--- src/rtl/sweep_pkg.sv ---
// rtl/sweep_pkg.sv - state codes, axis encodings and saturating step helpers for the sweep scheduler
package sweep_pkg;

  // State codes as they appear on STAT.
  typedef enum logic [2:0] {
    ST_MANUAL = 3'd0,
    ST_SETTLE = 3'd1,
    ST_SAMPLE = 3'd2,
    ST_PARK   = 3'd3,
    ST_DONE   = 3'd4
  } state_t;

  // Which servo the scan is currently stepping.
  typedef enum logic {
    AXIS_H = 1'b0,
    AXIS_V = 1'b1
  } axis_t;

  // Increment with saturation. The limit test happens before the add,
  // so the sum can never wrap.
  function automatic logic [31:0] step_up(input logic [31:0] pos,
                                          input logic [31:0] step,
                                          input logic [31:0] hi);
    if (pos <= hi - step) return pos + step;
    else                  return hi;
  endfunction

  // Decrement with saturation at the lower limit.
  function automatic logic [31:0] step_down(input logic [31:0] pos,
                                            input logic [31:0] step,
                                            input logic [31:0] lo);
    if (pos >= lo + step) return pos - step;
    else                  return lo;
  endfunction

endpackage

--- src/rtl/edge_detect.sv ---
// rtl/edge_detect.sv - rising-edge pulse generator for a debounced level input
// Ports:
//   clk, rst : clock, synchronous active-high reset
//   level    : debounced input level
//   pulse    : high for the single cycle where level is 1 and was 0 the cycle before
module edge_detect (
  input  logic clk,
  input  logic rst,
  input  logic level,
  output logic pulse
);

  logic prev;

  always_ff @(posedge clk) begin
    if (rst) prev <= 1'b0;
    else     prev <= level;
  end

  assign pulse = level & ~prev;

endmodule

--- src/rtl/sweep_scheduler.sv ---
// rtl/sweep_scheduler.sv - two-axis servo sweep: scan H then V, keep the best ADC reading, park there
// Ports:
//   CLK, RST           : clock, synchronous active-high reset
//   BTN_L/R/U/D        : manual H-/H+/V+/V- (debounced levels, act on rising edge)
//   BTN_C              : start scan from MANUAL, abort while scanning
//   adc_req            : conversion request, high from SAMPLE entry until the valid cycle
//   adc_valid, V_in    : one-cycle ADC result strobe and data
//   servo_position_H/V : pulse widths for the PWM drivers
//   max_V_in           : best reading of the last/current scan
//   STAT               : state code
//   scan_done          : one-cycle pulse when parking completes
module sweep_scheduler
  import sweep_pkg::*;
#(
  parameter int unsigned POS_MIN       = 50000,
  parameter int unsigned POS_MAX       = 250000,
  parameter int unsigned POS_STEP      = 5000,
  parameter int unsigned POS_CENTER    = 150000,
  parameter int unsigned SETTLE_CYCLES = 2000000,
  parameter int          ADC_W         = 12
) (
  input  logic             CLK,
  input  logic             RST,
  input  logic             BTN_L,
  input  logic             BTN_R,
  input  logic             BTN_U,
  input  logic             BTN_D,
  input  logic             BTN_C,
  output logic             adc_req,
  input  logic             adc_valid,
  input  logic [ADC_W-1:0] V_in,
  output logic [31:0]      servo_position_H,
  output logic [31:0]      servo_position_V,
  output logic [ADC_W-1:0] max_V_in,
  output logic [2:0]       STAT,
  output logic             scan_done
);

  localparam logic [31:0] P_MIN       = POS_MIN;
  localparam logic [31:0] P_MAX       = POS_MAX;
  localparam logic [31:0] P_STEP      = POS_STEP;
  localparam logic [31:0] P_CENTER    = POS_CENTER;
  localparam logic [31:0] SETTLE_LOAD = SETTLE_CYCLES - 1;

  state_t           state, state_next;
  axis_t            axis;
  logic [31:0]      pos_h, pos_v;
  logic [31:0]      best_h, best_v;
  logic [31:0]      cnt;
  logic [ADC_W-1:0] max_v;

  logic e_l, e_r, e_u, e_d, e_c;

  edge_detect u_edge_l (.clk(CLK), .rst(RST), .level(BTN_L), .pulse(e_l));
  edge_detect u_edge_r (.clk(CLK), .rst(RST), .level(BTN_R), .pulse(e_r));
  edge_detect u_edge_u (.clk(CLK), .rst(RST), .level(BTN_U), .pulse(e_u));
  edge_detect u_edge_d (.clk(CLK), .rst(RST), .level(BTN_D), .pulse(e_d));
  edge_detect u_edge_c (.clk(CLK), .rst(RST), .level(BTN_C), .pulse(e_c));

  // Sample-cycle helpers. The "eff" bests fold in the current sample so that
  // the end-of-axis jump uses the final point when that point is the new best.
  logic [31:0] cur_pos;
  logic        better;
  logic [31:0] best_h_eff, best_v_eff;

  always_comb begin
    cur_pos    = (axis == AXIS_V) ? pos_v : pos_h;
    better     = adc_valid && (V_in > max_v);
    best_h_eff = best_h;
    best_v_eff = best_v;
    if (better && axis == AXIS_H) best_h_eff = pos_h;
    if (better && axis == AXIS_V) best_v_eff = pos_v;
  end

  // Next-state logic; a BTN_C edge aborts any scanning state.
  always_comb begin
    state_next = state;
    case (state)
      ST_MANUAL: if (e_c) state_next = ST_SETTLE;
      ST_SETTLE: begin
        if (e_c)            state_next = ST_MANUAL;
        else if (cnt == '0) state_next = ST_SAMPLE;
      end
      ST_SAMPLE: begin
        if (e_c) state_next = ST_MANUAL;
        else if (adc_valid) begin
          if (cur_pos < P_MAX || axis == AXIS_H) state_next = ST_SETTLE;
          else                                   state_next = ST_PARK;
        end
      end
      ST_PARK: begin
        if (e_c)            state_next = ST_MANUAL;
        else if (cnt == '0) state_next = ST_DONE;
      end
      ST_DONE:   state_next = ST_MANUAL;
      default:   state_next = ST_MANUAL;
    endcase
  end

  always_ff @(posedge CLK) begin
    if (RST) state <= ST_MANUAL;
    else     state <= state_next;
  end

  always_ff @(posedge CLK) begin
    if (RST) begin
      axis      <= AXIS_H;
      pos_h     <= P_CENTER;
      pos_v     <= P_CENTER;
      best_h    <= P_CENTER;
      best_v    <= P_CENTER;
      max_v     <= '0;
      cnt       <= '0;
      adc_req   <= 1'b0;
      scan_done <= 1'b0;
    end else begin
      // Request stays up exactly while the FSM is waiting in SAMPLE.
      adc_req   <= (state_next == ST_SAMPLE);
      scan_done <= (state == ST_PARK) && (state_next == ST_DONE);

      // Reload on entry to a waiting state so it lasts SETTLE_CYCLES cycles.
      if (state_next != state && (state_next == ST_SETTLE || state_next == ST_PARK))
        cnt <= SETTLE_LOAD;
      else if (cnt != '0)
        cnt <= cnt - 32'd1;

      case (state)
        ST_MANUAL: begin
          if (e_c) begin
            axis   <= AXIS_H;
            pos_h  <= P_MIN;
            best_h <= P_MIN;
            best_v <= pos_v;
            max_v  <= '0;
          end else begin
            if (e_r && !e_l)      pos_h <= step_up(pos_h, P_STEP, P_MAX);
            else if (e_l && !e_r) pos_h <= step_down(pos_h, P_STEP, P_MIN);
            if (e_u && !e_d)      pos_v <= step_up(pos_v, P_STEP, P_MAX);
            else if (e_d && !e_u) pos_v <= step_down(pos_v, P_STEP, P_MIN);
          end
        end
        ST_SAMPLE: begin
          if (!e_c && adc_valid) begin
            if (better) max_v <= V_in;
            best_h <= best_h_eff;
            best_v <= best_v_eff;
            if (cur_pos < P_MAX) begin
              if (axis == AXIS_H) pos_h <= pos_h + P_STEP;
              else                pos_v <= pos_v + P_STEP;
            end else if (axis == AXIS_H) begin
              // V sweep runs with H parked at its best point.
              pos_h <= best_h_eff;
              pos_v <= P_MIN;
              axis  <= AXIS_V;
            end else begin
              pos_v <= best_v_eff;
            end
          end
        end
        default: ;
      endcase
    end
  end

  assign servo_position_H = pos_h;
  assign servo_position_V = pos_v;
  assign max_V_in         = max_v;
  assign STAT             = state;

endmodule

--- config.mk ---
export PLATFORM = sky130hd
export DESIGN_NAME = sweep_scheduler
export DESIGN_NICKNAME = d
export VERILOG_FILES = /design/src/rtl/sweep_pkg.sv /design/src/rtl/edge_detect.sv /design/src/rtl/sweep_scheduler.sv
export SDC_FILE = /design/constraint.sdc
export NUM_CORES = 1
export LEC_CHECK = 0
export ABC_AREA = 1
export ABC_CLOCK_PERIOD_IN_PS = 2200
export CAP_MARGIN = 10
export CORE_AREA = 2 2 164 166
export DETAILED_ROUTE_END_ITERATION = 12
export DIE_AREA = 0 0 166 168
export PLACE_DENSITY = 0.69
export SKIP_CTS_REPAIR_TIMING = 1
export SLEW_MARGIN = 25
export SYNTH_ARGS = -nofsm -noshare
export SYNTH_HDL_FRONTEND = slang
export SYNTH_SLANG_ARGS = --single-unit
export TNS_END_PERCENT = 20
--- constraint.sdc ---
create_clock -name CLK -period 2.2 [get_ports CLK]
set_input_delay 0.44 -clock CLK [delete_from_list [all_inputs] [get_ports CLK]]
set_output_delay 0.44 -clock CLK [all_outputs]
set_load 0.005 [all_outputs]
# Word level (Yosys, flattened, before mapping)
# Cells that the tools add are included.
# word_totals
register_bits	183
inputBits	20
word_cells	131
# classes
add_sub_neg	5
order_cmp	6
n_eq_ne	17
mux	48
bitwise_logic	11
reduce_logical	28
# op_table
cell	count
$mux 32	25
$pmux 32 s2	4
$add 32x13->32 const B	2
$ge 32x16->1 const B	2
$le 32x18->1 const B	2
$sub 32x13->32 const B	2
$mux 21	2
$mux 12	3
$logic_not 32->1	1
$lt 32x18->1 const B	1
$reduce_bool 32->1	1
$sub 32x1->32 const B	1
$pmux 12 s2	1
$mux 3	7
$eq 3x2->1 const B	4
$gt 12x12->1	1
$ne 2x2->1 const B	6
$pmux 3 s4	1
$reduce_and 4->1	3
$logic_and 1x1->1	10
$eq 3x1->1 const B	2
$ne 3x3->1 const B	2
$not 1->1	6
$and 1x1->1	5
13 further kinds	21

# Logic depth before layout (Yosys ltp)
# Gate-level depths: netlist of run 1.
# depth
ltp_word	11
mapped_depth	19
ltp_nobuf	18

# Hierarchy
# From an unflattened synthesis of run 1, not the netlist that was laid out.
# unflattened
cells_unflattened	2119
area_unflattened_um2	12612.1
# by_module_without_submodules
mod	instances	cells_each	area_per_inst_um2	seq_area_each_um2
sweep_scheduler	1	2099	12455.7	3563.4
edge_detect	5	4	31.3	20.0

# Least setup slack after synthesis of run 1
# OpenSTA, ideal clock, no wires.
# synth_timing
path_kind	input -> register
startpoint	input V_in[11]
endpoint	register pos_v[9] (netlist: servo_position_V[9])
setup_ns	0.109
arrival_time_ns	2.018
required_ns	2.091
path_slack_ns	0.072
stages	15
path_cell_list	ha_1 > nand2_1 > nor2_1 > nand2_1 > o21ai_0 > inv_1 > nand3_2 > inv_2 > buf_2 > o21ai_0 > nand2_1 > nand3_1 > nand2_1 > nand2_1 > inv_1
# synth_via
elab_chain_len	8
# synth_lines
element	line_no	rtl
start: declaration	sweep_scheduler.sv:31	input logic [ADC_W-1:0] V_in,
$gt 12x12->1	sweep_scheduler.sv:68	better = adc_valid && (V_in > max_v);
$logic_and 1x1->1	sweep_scheduler.sv:68	
$logic_and 1x1->1	sweep_scheduler.sv:72	if (better && axis == AXIS_V) best_v_eff = pos_v;
$mux 32	sweep_scheduler.sv:72	
$mux 32	sweep_scheduler.sv:150	end else if (axis == AXIS_H) begin
$mux 32	sweep_scheduler.sv:147	if (cur_pos < P_MAX) begin
$mux 32	sweep_scheduler.sv:143	if (!e_c && adc_valid) begin
$pmux 32 s2	sweep_scheduler.sv:127	case (state)
end signal: assignment	sweep_scheduler.sv:138	if (e_u && !e_d) pos_v <= step_up(pos_v, P_STEP, P_MAX);
end signal: assignment	sweep_scheduler.sv:149	else pos_v <= pos_v + P_STEP;
end signal: assignment	sweep_scheduler.sv:156	pos_v <= best_v_eff;
end: declaration	sweep_scheduler.sv:47	logic [31:0] pos_h, pos_v;
# No other way between the ends. The select of a mux whose other input is x is not followed.
# A chain may end at the register's enable or synchronous reset.

# Worst setup path in the final report of run 1
# layout_timing
startpoint	register pos_v[23] (netlist: servo_position_V[23])
endpoint	register pos_v[3] (netlist: servo_position_V[3])
# layout_via
elab_chain_len	6
# layout_lines
element	line_no	rtl
start signal: assignment	sweep_scheduler.sv:138	
start signal: assignment	sweep_scheduler.sv:139	else if (e_d && !e_u) pos_v <= step_down(pos_v, P_STEP, P_MIN);
start signal: assignment	sweep_scheduler.sv:149	
$ge 32x16->1	sweep_pkg.sv:32	if (pos >= lo + step) return pos - step;
$mux 32	sweep_pkg.sv:32	
$mux 32	sweep_scheduler.sv:139	
$mux 32	sweep_scheduler.sv:138	
$mux 32	sweep_scheduler.sv:129	if (e_c) begin
$pmux 32 s2	sweep_scheduler.sv:127	
# Parallel ways exist; a longest one is shown, timed or not. The select of a mux whose other input is x is not followed.

==> results.yml, run 1 <==
detailed_routing:
  drtIter0Drc: 1674
  via_per_inst: 5.66
  post_drt_wl_per_cell_um: 18.0
  vias: 15700
  drt-pass1-iter-count: 7
  antenna_left: 0
  wl_mm: 49.9
  drc: 0
yosys:
  syn_inst: 2133
  netlist-cell-type-count: 52
  yosysTopAreaCellShare_pct: 28.5
  async_reset_ff_share_pct: 0
  syn_area_um2: 12800
  syn_avg_cell_area_um2: 6.02
  yosys_warnings: 0
  seq_area_frac_synth_pct: 28.5
  synth_flop_cell: "dfxtp_1"
  synth_area_leader_cell: "dfxtp_1"
  ys_ff_latch: 183
  syn_nets: 2171
  synth_edf_count: 0
  synth_area_leaders: "dfxtp_1 29%, nand2_1 18%, nor2_1 7.6%, nand3_1 6.1%, o21ai_0 5.8%"
die:
  num_rows: 60
  die_h_um: 168
  die-area_um2: 27900
  ios: 101
  core_area_um2: 26400
  die-width_um: 166
  initial_core_util_pct: 48.8
job:
  max_cap_violations: 0
critical_path:
  rr_worst_depth: 13
  r2r_start: "servo_position_V[23]"
  r2r_setup_slack_ps: 30
  end_kind: "register"
  cp_max_fo: 16
  crit_path_end: "servo_position_V[3]"
  arrival_ps: 2510
  path_class: "register to register"
  crit_path_start_kind: "register"
  cp_data_required_time_ps: 2540
  cp-startpoint: "servo_position_V[23]"
  rr_endpoint: "servo_position_V[3]"
place:
  place_area_um2: 15800
  port_buffers: 100
  place.gp.congestion: 0.987
  hpwlAfterDp_mm: 35.2
cells_and_area:
  fill_cells: 2424
  nets: 2456
  post-route-util_pct: 66.1
  drive_gt1_share_pct: 21.0
  syn2layout_area_growth_pct: 35.7
  final_area_um2: 17400
  diodes: 0
global_route:
  gr-usage-all-layers_pct: 33.2
  grt_pass1_wl_mm: 75.2
  grt_max_degree: 59
  grt-ovfl-total: 0
  antenna_found_initial: 0
  grt_pass1_vias: 14300
cts:
  cts_tree: "built"
  clkLatencyLatePin_ps: 450
  cts-root-buf: "clkbuf_16"
  clk_pin_slew_ps: 80
  htreeDepth: 4
  clock_sinks: 183
  clockBufferDepth: 2
  cts-buffers-inserted: 17
status:
  run_status: "finished clean"
pwr:
  finalPower_uw: 12100
  power_leakage_uw: 0.00773
  ir_drop_uv: 495
  power.density_nw_per_um2: 694
sta:
  timing.fmax_mhz: 460
  hold_viol: 0
  setup-tns-final_ps: 0
  max-slew-margin-rel_pct: 64.2
  rsz0062_at_grt: "yes"
  setup_violations: 0
  drv_slew: 0
  finalCriticalPeriod_ps: 2170
  skew_ps: 17.7
  tightestPinTransition_ps: 537
  period_share_pct: 98.8
hold_path:
  holdCritPathClass: "input pin to register"
## state kept, by name, summed over array words and instances (netlist names), 3 cells and up
register	count
cnt	32
max_V_in	12
STAT	3
servo_position_V	32
servo_position_H	32
best_v	32
best_h	32
## cell usage in the layout (no fill, tap or decap), types with 7 or more instances in the layout
master,count
or2_2,7
xnor2_1,12
nor4_1,11
inv_1,164
buf_12,15
nor2_1,236
nand3_2,11
nor2_2,22
nand2_2,21
o21a_1,9
nand2_1,614
dfxtp_1,150
a211oi_1,11
nor3_1,29
clkbuf_16,27
a31oi_1,19
inv_2,28
a221oi_1,8
buf_6,10
nor2_4,18
nor3_2,9
xor2_1,55
dfxtp_2,32
o211ai_1,9
a21oi_2,10
nand3_1,148
o21ai_2,14
o21ai_0,108
ha_4,10
o21ai_1,47
nand4_1,40
a21oi_1,127
buf_4,235
clkdlybuf4s50_1,87
dlymetal6s2s_1,12
## final cells by class
| cell class | count | area, µm² | share of cell area, % |
|---|---|---|---|
| Tap cell | 341 | 427 | 2.45 |
| Clock inverter | 14 | 158 | 0.905 |
| Timing Repair Buffer | 371 | 3480 | 20.0 |
| Clock buffer | 18 | 429 | 2.46 |
| Sequential cell | 183 | 3710 | 21.3 |
| Inverter | 198 | 763 | 4.38 |
| Multi-Input combinational cell | 1647 | 8470 | 48.6 |
## how the worst min path moves through the flow
stage | start | end | slack (ps) | cells after the start
after CTS | RST | max_V_in[0] | 380 | 2
after floorplan | best_h[8] | best_h[8] | 440 | 2
after global placement | best_h[2] | best_h[2] | 450 | 2
after detailed placement | best_h[2] | best_h[2] | 450 | 2
final | V_in[0] | max_V_in[0] | 310 | 3
after global routing | V_in[0] | max_V_in[0] | 340 | 3
## cell usage after synthesis, drive strengths merged (18+ instances only)
cell and number:
inv 195, dfxtp 183, xor2 55, ha 18
nor2 277, a31oi 19, clkbuf 43, nand2 641
a21oi 138, nor3 40, nand4 41, o21ai 170
buf 62, nand3 163
## worst max-delay path, cell delays in order (launching register included)
cell and delay, ps:
dfxtp_2 370, nor2_4 140, nand2_1 90, nor2_2 170, nand2_4 100, nand2_4 90
nand3_2 100, nor2_4 240, nand2_1 100, nand3_2 140, buf_4 260, a21oi_1 100
o21ai_1 110, inv_1 50
## cell families after synthesis
logic type | after synthesis | share of synthesized area [%]
XOR/XNOR | 67 | 4.57
flip-flops | 183 | 28.5
AND/OR/NAND/NOR | 1190 | 39.6
AO/OA/AOI/OAI | 372 | 15.9
buffers and inverters | 303 | 9.66
adder cells (fa/ha/maj) | 18 | 1.75
## through the flow
| step | hold WS (ps) | cells | worst slack, ps |
|---|---|---|---|
| 2_1_floorplan | 442 | 2133 | 72.4 |
| 3_3_place_gp | 450 | 2709 | -492 |
| 3_5_place_dp | 453 | 2709 | -562 |
| 4_1_cts | 379 | 2741 | -160 |
| 5_1_grt | 338 | 2772 | -84.7 |
| 6_report | 314 | 2772 | 26.8 |
## report_power, final
part / leakage [µW] / switching, µW / internal, µW
logic: 0.00594 / 2900 / 2120
clock network: 0.000283 / 1630 / 1520
registers: 0.00151 / 317 / 3600
## per-layer routing
| metal | track usage [%] | wire length [µm] | up-vias |
|---|---|---|---|
| li1 | - | - | 7528 |
| met1 | 43.2 | 21100 | 7259 |
| met2 | 56.0 | 23100 | 757 |
| met3 | 4.72 | 3840 | 140 |
| met4 | 12.5 | 1750 | 0 |
| met5 | 0 | 0 | - |
(Power assumes the default switching activity.)
==> run 2: changes to the inputs <==
- MAX_ROUTING_LAYER: not set -> met4
- PLACE_DENSITY: 0.69 -> 0.8
- REMOVE_ABC_BUFFERS: not set -> 1
==> run 2 against run 1 <==
The flow now finishes with violations (setup timing). First-iteration DRC count up 19%. Critical endpoint is now servo_position_H[23]. Setup slack worse by 74 ps. Core utilization down 0.79 points. Highest routed layer unchanged. Critical path depth up 3. Via count up 1.1%. Largest power group unchanged. Wire length up 0.74%. Power up 0.53%. Final cell count down 0.65%. Worst hold slack worse by 45 ps. Cell area down 1.2%. Sequential cell count unchanged.
==> results.yml, run 2 (synthesis results as in run 1) <==
detailed_routing:
  via_per_inst: 5.76
  wl_mm: 50.2
  drt-pass1-iter-count: 6
  post_drt_wl_per_cell_um: 18.2
  drc: 0
  antenna_left: 0
  vias: 15900
  drtIter0Drc: 1995
global_route:
  grt-ovfl-total: 0
  grt_max_degree: 84
  grt_pass1_vias: 14700
  grt_pass1_wl_mm: 76.0
  met1_usage_pct: 44.7
  antenna_found_initial: 0
  gr-usage-all-layers_pct: 34.3
  use_met2_pct: 55.1
  busiest_layer: "met2"
  use_met3_pct: 4.72
critical_path:
  cp_max_fo: 7
  end_kind: "register"
  cp_data_required_time_ps: 2540
  path_class: "register to register"
  arrival_ps: 2580
  crit_path_start_kind: "register"
  rr_worst_depth: 16
die:
  die_h_um: 168
  ios: 101
  core_area_um2: 26400
  num_rows: 60
  die-area_um2: 27900
  die-width_um: 166
  initial_core_util_pct: 48.8
sta:
  hold_viol: 0
  setup_violations: 17
  tightestPinTransition_ps: 602
  rsz0062_at_grt: "yes"
  period_share_pct: 102
  max-slew-margin-rel_pct: 59.9
  finalCriticalPeriod_ps: 2250
  fin_ws_ps: -47.5
  timing.fmax_mhz: 445
  drv_slew: 0
  skew_ps: 13.5
  setup-tns-final_ps: -418
place:
  port_buffers: 100
  place.gp.congestion: 1.05
  hpwlAfterDp_mm: 34.7
  dp.cells: 2703
pwr:
  power_leakage_uw: 0.00761
  finalPower_uw: 12200
  power.density_nw_per_um2: 706
  ir_drop_uv: 533
cells_and_area:
  final_cell_mix: "610 x nand2_1, 232 x nor2_1, 224 x buf_4, 164 x inv_1, 159 x dfxtp_1"
  drive_gt1_share_pct: 20.6
  fin_cells: 2754
  syn2layout_area_growth_pct: 34.1
  multi_input_area_um2: 8490
  post-route-util_pct: 65.4
  final_common_cell: "nand2_1"
  fill_cells: 2351
  diodes: 0
  nets: 2439
  regArea_um2: 3700
cts:
  htreeDepth: 4
  cts-buffers-inserted: 17
  clk_pin_slew_ps: 80
  clkLatencyLatePin_ps: 450
  cts_tree: "built"
  clockBufferDepth: 2
  cts-root-buf: "clkbuf_16"
  clock_sinks: 183
hold_path:
  holdPathStages: 2
  holdCritPathClass: "input pin to register"
job:
  max_cap_violations: 0
status:
  run_status: "finished with violations"
  violations: "setup timing"
[run 2: power by group]
group | internal [µW] | switching, µW | total (µW) | leakage (µW)
clock | 1720 | 1480 | 3210 | 0.000288
sequential | 3600 | 280 | 3880 | 0.00151
combinational | 2100 | 2980 | 5080 | 0.00582
total | 7420 | 4740 | 12200 | 0.00761
[run 2: cell type report]
class                      count  share of cell area [%]
multi-input combinational   1647                    49.3
sequential                   183                    21.5
clock inverter                12                   0.836
clock buffer                  19                    2.57
inverter                     198                    4.42
tap                          341                    2.48
timing repair buffer         354                    18.9
[run 2: worst max-delay path, cell delays in order (launching register included)]
cell and delay, ps:
dfxtp_2 340, inv_2 50, ha_4 260, nand2_1 60, nor2_2 150, nand2_2 90
o21ai_2 200, inv_2 110, nand3_4 120, buf_12 150, buf_8 120, inv_8 40
buf_4 130, nand2_1 70, nand2_2 80, a21oi_2 120, nor2_1 50
[run 2: metal layers]
| metal | share of wire, % | wire length [µm] | vias up |
|---|---|---|---|
| li1 | - | - | 7505 |
| met1 | 41 | 20800 | 7366 |
| met2 | 46 | 23300 | 839 |
| met3 | 8.7 | 4350 | 153 |
| met4 | 3.5 | 1750 | 0 |
| met5 | 0 | 0 | - |
[run 2: final timing paths]
path,startpoint,to,slack [ps]
max,max_V_in[5],servo_position_H[23],-50
min reg2reg,best_h[18],best_h[18],470
min,RST,servo_position_V[26],270
max reg2reg,max_V_in[5],servo_position_H[23],-50
[run 2: stage by stage]
stage          hold slack, ps  worst slack, ps  instance area (µm²)
2_1_floorplan             436            -1980                12300
3_3_place_gp              449             -564                15700
3_5_place_dp              456             -662                15700
4_1_cts                   258             -310                16300
5_1_grt                   256             -136                17200
6_report                  269            -47.5                17200
==> run 3: changes to the inputs <==
- CELL_PAD_IN_SITES_DETAIL_PLACEMENT: not set -> 0
- CELL_PAD_IN_SITES_GLOBAL_PLACEMENT: not set -> 2
- CORE_AREA: 2 2 164 166 -> 2 2 214 216
- DIE_AREA: 0 0 166 168 -> 0 0 216 218
- PLACE_DENSITY: 0.8 -> 0.85
==> run 3 against run 2 <==
The flow still finishes with violations (setup timing). Power up 2.8%. Wire length up 9.5%. Clock skew down 2.1 ps. Core utilization down 25 points. Final cell count up 11%. Die area up 69%. Critical path type is now input pin to register. Largest cell class unchanged. Highest routed layer unchanged.
==> results.yml, run 3 (synthesis results as in run 1) <==
status:
  run_status: "finished with violations"
  violations: "setup timing"
detailed_routing:
  drt-pass1-iter-count: 5
  drtIter0Drc: 1150
  drc: 0
  antenna_left: 0
  via_per_inst: 5.01
  wl_mm: 55.0
  vias: 15300
  post_drt_wl_per_cell_um: 17.9
cts:
  clock_sinks: 183
  clk_pin_slew_ps: 70
  cts-root-buf: "clkbuf_16"
  clockBufferDepth: 2
  clkLatencyLatePin_ps: 500
  cts_tree: "built"
  htreeDepth: 4
  cts-buffers-inserted: 17
critical_path:
  cp_data_required_time_ps: 2600
  rr_worst_depth: 18
  end_kind: "register"
  cp_max_fo: 6
  crit_path_start_kind: "input pin"
  rr_endpoint: "servo_position_H[12]"
  cpLargestDelayFamily: "buffers and inverters"
  r2r_setup_slack_ps: -90
  critPathBufInv: 5
  slowest_delay_ps: 460
  r2r_start: "max_V_in[10]"
  critPathSlowestCell: "clkdlybuf4s50_1"
  path_class: "input pin to register"
  crit_top_cell: "nand2_2"
  arrival_ps: 2750
  crit_chain: "clkdlybuf4s50_1 > ha_1 > nand2_2 > nor2_4 > nand2_2 > inv_2 > nand2_2 > nand3_4 > nand3_4 > buf_12 > clkbuf_16 > buf_12 > nand2_4 > o21ai_4 > nand2_2 > nand3_2 > nor2_2 > nor2_1"
die:
  initial_core_util_pct: 28.6
  core_area_um2: 44900
  num_rows: 78
  die-area_um2: 47100
  ios: 101
  die-width_um: 216
  die_h_um: 218
hold_path:
  holdPathStages: 3
  holdCritPathClass: "input pin to register"
  hp-start: "V_in[9]"
  holdPathEnd: "max_V_in[9]"
cells_and_area:
  drive_gt1_share_pct: 23.0
  fill_cells: 4834
  nets: 2490
  fin_cells: 3065
  final_common_cell: "nand2_1"
  diodes: 0
  syn2layout_area_growth_pct: 42.2
  final_cell_mix: "592 x nand2_1, 263 x buf_4, 247 x nor2_1, 166 x inv_1, 163 x dfxtp_1"
place:
  place_ws_ps: -828
  hpwlAfterDp_mm: 38.7
  port_buffers: 100
  dp.cells: 3009
  place.gp.congestion: 0.951
job:
  max_cap_violations: 0
pwr:
  ir_drop_uv: 582
  power_leakage_uw: 0.00801
  power.density_nw_per_um2: 685
  finalPower_uw: 12500
sta:
  tightestPinTransition_ps: 635
  drv_slew: 0
  hold_viol: 0
  rsz0062_at_grt: "yes"
  skew_ps: 11.3
  max-slew-margin-rel_pct: 57.6
  finalCriticalPeriod_ps: 2350
  timing.fmax_mhz: 425
  period_share_pct: 107
  fin_ws_ps: -153
  setup_violations: 81
global_route:
  grt_pass1_vias: 14500
  antenna_found_initial: 0
  gr-usage-all-layers_pct: 23.0
  busiest_layer: "met2"
  grt-ovfl-total: 0
  use_met3_pct: 3.18
  grt_max_degree: 49
  met1_usage_pct: 29.9
  grt_pass1_wl_mm: 81.7
  use_met2_pct: 36.4
-- run 3: changes by cell type in the layout (fill, tap and decap cells not counted), sizes merged --
| cell | delta |
|---|---|
| clkbuf | +5 |
| clkinvlp | +1 |
| buf | +47 |
| clkinv | -1 |
| dlymetal6s2s | -6 |
| clkdlybuf4s50 | +6 |
-- run 3: worst min-delay path, delay by kind of cell --
kind / cells / cell delay, ps
AO/OA/AOI/OAI: 2 / 180
buffers and inverters: 1 / 160
-- run 3: report_power, final --
group / internal, µW / switching (µW)
clock network: 1780 / 1570
logic: 2250 / 3020
registers: 3590 / 291
total: 7620 / 4880
-- run 3: how the worst max path moves through the flow --
stage	startpoint	to	slack [ps]	depth (start not counted)
2_1_floorplan	STAT[1]	servo_position_H[27]	-1980	11
6_report	V_in[10]	servo_position_H[12]	-150	18
3_5_place_dp	V_in[7]	servo_position_V[22]	-830	14
3_3_place_gp	V_in[5]	servo_position_H[6]	-800	15
5_1_grt	V_in[10]	servo_position_V[6]	-210	19
4_1_cts	max_V_in[5]	servo_position_V[14]	-320	16
-- run 3: layer usage --
metal / wire (µm) / share of wire, %
met5: 0 / 0
met4: 1260 / 2.3
met3: 2380 / 4.3
met2: 25300 / 46
met1: 26000 / 47
-- run 3: area by class of cell --
type | count | area, µm² | area share [%]
clock buffer | 20 | 467 | 2.56
clock inverter | 12 | 141 | 0.774
inverter | 198 | 766 | 4.19
multi-input combinational | 1647 | 8620 | 47.2
sequential | 183 | 3690 | 20.2
tap | 600 | 751 | 4.11
timing repair buffer | 405 | 3820 | 20.9
-- run 3: through the flow --
stage	util, %	hold slack, ps	TNS (ps)	area, µm²
6_report	40.7	328	-3580	18300
3_5_place_dp	36.7	456	-106130	16500
3_3_place_gp	36.7	448	-99820	16500
4_1_cts	38.1	411	-27980	17100
2_1_floorplan	-	436	-179310	12300
5_1_grt	40.7	319	-12520	18300
